### src/rtl/switch_input_responder.sv
// Responder half of the processor's user-input handshake: debounced insert key, latched SW value.
// Optional SW_SIGN_EXTEND_EN: sign-extend the 16-bit switch value instead of zero-extending it.
module switch_input_responder #(
  parameter int DEBOUNCE_CYCLES   = 16,
  parameter int CNT_W             = 16,
  parameter bit INSERT_ACTIVE_LOW = 1'b1
) (
  input  logic        Clock,
  input  logic        reset,
  input  logic        input_flag,
  input  logic        insert,
  input  logic [15:0] SW,
  output logic [31:0] user_input,
  output logic        input_done,
  output logic        waiting
);

  localparam int SYNC_STAGES = 2;
  localparam logic [CNT_W-1:0] DB_MAX = CNT_W'(DEBOUNCE_CYCLES - 1);

  typedef enum logic [2:0] {IDLE, ARMED, CAPTURE, DONE, RELEASE} state_t;

  state_t                         state, state_nxt;
  logic [SYNC_STAGES-1:0]         ins_sync;
  logic [SYNC_STAGES-1:0][15:0]   sw_sync;
  logic [SYNC_STAGES-1:0]         vld_pipe;
  logic                           sync_ok;
  logic                           key_raw;
  logic                           key_stable;
  logic                           key_prev;
  logic                           rel_seen;
  logic [CNT_W-1:0]               db_cnt;
  logic                           press_evt;
  logic                           capture_en;
  logic [31:0]                    sw_ext;

  // vld_pipe marks when the synchronisers hold real samples rather than reset zeros.
  always_ff @(posedge Clock or negedge reset) begin
    if (!reset) begin
      ins_sync <= '0;
      sw_sync  <= '0;
      vld_pipe <= '0;
    end else begin
      ins_sync <= {ins_sync[SYNC_STAGES-2:0], insert};
      sw_sync  <= {sw_sync[SYNC_STAGES-2:0], SW};
      vld_pipe <= {vld_pipe[SYNC_STAGES-2:0], 1'b1};
    end
  end

  assign sync_ok = vld_pipe[SYNC_STAGES-1];
  assign key_raw = INSERT_ACTIVE_LOW ? ~ins_sync[SYNC_STAGES-1] : ins_sync[SYNC_STAGES-1];

  always_ff @(posedge Clock or negedge reset) begin
    if (!reset) begin
      key_stable <= 1'b0;
      key_prev   <= 1'b0;
      rel_seen   <= 1'b0;
      db_cnt     <= '0;
    end else begin
      key_prev <= key_stable;
      if (sync_ok && !key_raw)
        rel_seen <= 1'b1;
      if (key_raw == key_stable)
        db_cnt <= '0;
      else if (db_cnt == DB_MAX) begin
        key_stable <= key_raw;
        db_cnt     <= '0;
      end else
        db_cnt <= db_cnt + 1'b1;
    end
  end

  // A key held through reset must be seen released before any rising edge counts as a press.
  assign press_evt = key_stable & ~key_prev & rel_seen;

`ifdef SW_SIGN_EXTEND_EN
  assign sw_ext = {{16{sw_sync[SYNC_STAGES-1][15]}}, sw_sync[SYNC_STAGES-1]};
`else
  assign sw_ext = {16'b0, sw_sync[SYNC_STAGES-1]};
`endif

  always_ff @(posedge Clock or negedge reset) begin
    if (!reset) state <= IDLE;
    else        state <= state_nxt;
  end

  always_comb begin
    state_nxt = state;
    unique case (state)
      IDLE:    if (input_flag) state_nxt = key_stable ? RELEASE : ARMED;
      ARMED:   if (!input_flag)    state_nxt = IDLE;
               else if (press_evt) state_nxt = CAPTURE;
      CAPTURE: state_nxt = DONE;
      DONE:    state_nxt = RELEASE;
      RELEASE: if (!key_stable && !input_flag) state_nxt = IDLE;
      default: state_nxt = IDLE;
    endcase
  end

  always_comb begin
    waiting    = (state == ARMED);
    input_done = (state == DONE);
    capture_en = (state == CAPTURE);
  end

  always_ff @(posedge Clock or negedge reset) begin
    if (!reset)          user_input <= '0;
    else if (capture_en) user_input <= sw_ext;
  end

endmodule

### config.mk
export PLATFORM = sky130hd
export DESIGN_NAME = switch_input_responder
export DESIGN_NICKNAME = d
export VERILOG_FILES = /design/src/rtl/switch_input_responder.sv
export SDC_FILE = /design/constraint.sdc
export NUM_CORES = 1
export LEC_CHECK = 0
export CAP_MARGIN = 20
export CORE_MARGIN = 10
export CORE_UTILIZATION = 54
export CTS_CLUSTER_DIAMETER = 100
export DETAILED_ROUTE_END_ITERATION = 16
export PLACE_DENSITY_LB_ADDON = 0.2
export SKIP_LAST_GASP = 1
export SLEW_MARGIN = 20
export SYNTH_ARGS = -nofsm -noshare
export SYNTH_HDL_FRONTEND = slang
export SYNTH_SLANG_ARGS = --single-unit
### constraint.sdc
create_clock -name Clock -period 2.1 [get_ports Clock]
set_input_delay 0.42 -clock Clock [delete_from_list [all_inputs] [get_ports Clock]]
set_output_delay 0.42 -clock Clock [all_outputs]
set_load 0.02 [all_outputs]
==> results by group <==
Setup path
  • Worst Path Arrival: 1600 ps
  • Cell Chain, Critical Path: nand2_1 -> nor2_1 -> clkdlybuf4s50_1
  • Critical path capture point type: primary output
  • Reg-to-Reg End: user_input[5]
  • Critical-path maximum fanout: 6
  • Critical Path Start Type: flop
  • CP required: 1680 ps
  • R2r worst-path depth: 3
  • Worst setup path category: flop to primary output
  • Max stage delay on crit path: approximately 620 ps
  • Max stage delay cell, worst path: clkdlybuf4s50_1
  • Worst path depth: 3
  • Crit path max-delay family: buffers and inverters
  • Buf+Inv Stages, Crit Path: 1
  • Worst r2r src: state[0]
  • R2R Setup Slk: approximately 470 ps

CTS
  • Post-cts hold buffer count: 0
  • CTS Buf Count: 9
  • CTS clk-pin slew, worst paths: roughly 70 ps
  • H-tree lvl count: 3
  • CTS tree: built
  • Root buffer cell: clkbuf_8
  • CTS Sinks: 74
  • Clock Latency Late Sink: approximately 330 ps
  • CTS Buffer Depth: 2

Yosys
  • Post-synth EDFFs: 0
  • Ys Warns: 0
  • Ys flop type: dfrtp_1
  • Sequential-to-total area share from yosys stat: between 60% and 70%
  • Mapped Avg Cell Area: ~14 sq um
  • Post-synth cell types: 28
  • Top post-synthesis cells by area: dfrtp_1 68%, mux2_2 6.2%, buf_4 5.0%, xnor2_1 4.2%, nor2_1 2.6%
  • Post-synth top cells: 74 x dfrtp_1, 19 x nor2_1, 18 x buf_4
  • Share of the synthesized area in the top cell type: 68.39%
  • Yosys reg bits: 74
  • FFs w/ async S/R, synth: between 90% and 100%
  • Area of the mapped netlist: ~0.0027 sq mm
  • Top-count cell post-synth: dfrtp_1
  • Post-Syn Instances: 194
  • Leading area contributor after synthesis: dfrtp_1

Floorplanning
  • Core ar.: approximately 0.0048 sq mm
  • I/O pins: 54
  • Die Wd: approximately 91 um
  • Rows: 25
  • Die area: about 0.0082 sq mm
  • Die Y: about 91 um
  • Initial Util: 56.58%

Power and ir drop
  • Power Density: ~850 mW/mm^2
  • Max IR drop VDD: 0.7179 mV
  • Leak: approximately 1.5 nW

Timing
  • Final hold violation count: 0
  • Relative slew slack: between 60 and 70%
  • Worst Max-Slew Pin Slew: between 500 and 600 ps
  • RSZ-0062 raised after global routing: false
  • Clk_skew: roughly 6.3 ps
  • Final setup vio count: 0
  • Slew Viols, Final: 0
  • Fin Hold WS: between 100 and 150 ps
  • Maximum clock frequency: about 500 MHz
  • Crit path time final: slightly above 2000 ps
  • Fin crit share: 96.11%
  • Setup_tns: 0 ps

Layout
  • Share of cells above drive strength 1: about 17%
  • ANT cells: 0
  • Area growth from synthesis to layout: 23.15%
  • Fin nets: approximately 260

Place
  • Port Buffers: 37
  • HPWL reported at the end of detailed placement: between 3 and 4 mm
  • Placer Congestion: between 0.7 and 0.8

GRT
  • Congestion Overflow GR: 0
  • Pin count of the biggest net entering global routing: 75
  • Vias in the first global route: ~1,700
  • Initial antenna violation count: 0
  • Gr usage total: between 10% and 20%
  • Global-route wire length before repair: between 7 and 8 mm

Job
  • # Max-Cap Violations: 0

Drt
  • Final ANT Viol Nets: 0
  • Drt drc: 0
  • Starting DRT DRC Count: roughly 100
  • TritonRoute pass-1 iters: 4
  • Vias: around 1,500
  • Drt wl/cell: approximately 15 um
  • Avg Vias per Cell: around 5
  • Final wirelength: approximately 4.6 mm

Status
  • Status: complete, no violations

Worst hold path
  • Hold Path Class: primary input to async pin
==> cells in the final DEF, fill, tap and decap left out, types with 6 or more instances in the layout <==
cell type        count
dfrtp_1             74
xnor2_1             13
nor2_1              19
clkbuf_8            11
clkdlybuf4s50_1     35
nand2_1              6
nand3_1              6
conb_1              17
inv_1                6
mux2_2              15
==> routing by layer <==
layer	vias up	track usage (%)	share of wire [%]
met5	-	0	0
met1	753	12.51	40
met3	10	6.650	10
met2	57	17.85	47
met4	0	6.658	2.1
li1	704	-	-
==> logic make-up after synthesis <==
| kind of cell | share of synthesized area, % |
|---|---|
| muxes | 6.654 |
| xor gates and xnor gates | 4.852 |
| buffers and inverters | 5.823 |
| and+or+nand+nor | 11.83 |
| adders and majority gates | 0.4620 |
| DFF | 68.39 |
| AOI/OAI and AO/OA | 1.710 |
| other | 0.2774 |
==> per-stage QoR <==
step | worst slack [ps] | cell area [sq um] | power, mW | utilization, % | instances
after floorplan | 689.3 | 2764 | 1.573 | - | 209
after global placement | 413.6 | 3098 | 1.624 | 64.73 | 296
after detailed placement | 394.6 | 3098 | 1.629 | 64.73 | 296
after CTS | 28.53 | 3332 | 2.872 | 69.62 | 312
after global routing | 18.62 | 3334 | 2.958 | 69.67 | 312
final | 81.68 | 3334 | 2.837 | 69.67 | 312
==> worst reg2reg max path, delay by kind of cell (launching register included) <==
| kind | cells | cell delay, ps |
|---|---|---|
| flip-flops | 1 | 420 |
| multiplexers | 1 | 400 |
| AND/OR/NAND/NOR | 2 | 700 |
==> state kept, by name (all words and copies together), names as in the netlist <==
| name | cells |
|---|---|
| key_prev | 1 |
| vld_pipe | 2 |
| state | 3 |
| rel_seen | 1 |
| sw_sync | 16 |
| user_input | 16 |
| db_cnt | 16 |
| ins_sync | 2 |
| sw_ext | 16 |
| key_stable | 1 |
==> layout make-up <==
type | count | area [sq um]
sequential | 74 | 1852
fill | 341 | 1451
multi-input combinational | 111 | 754.5
timing repair buffer | 38 | 387.9
clock buffer | 11 | 151.4
tap | 67 | 83.83
clock inverter | 5 | 82.58
inverter | 6 | 22.52
==> what timing repair did <==
item,4_1_cts,5_1_grt
setup endpoints to repair,0,1
buffers inserted,0,0
resized for setup,0,1
==> worst max-delay path by stage <==
stage	start	end
after global placement	state[2]	waiting
after global routing	state[2]	input_done
after floorplan	state[0]	user_input[10]
final	state[1]	input_done
after detailed placement	state[2]	waiting
after CTS	state[2]	waiting
==> power by group <==
| group | leakage (nW) | internal (mW) | switching [mW] | total [mW] |
|---|---|---|---|---|
| combinational | 0.453 | 0.0457 | 0.0722 | 0.118 |
| sequential | 0.940 | 1.47 | 0.0163 | 1.48 |
| clock | 0.120 | 0.740 | 0.497 | 1.24 |
No activity file was read; power rests on OpenSTA's default activity.
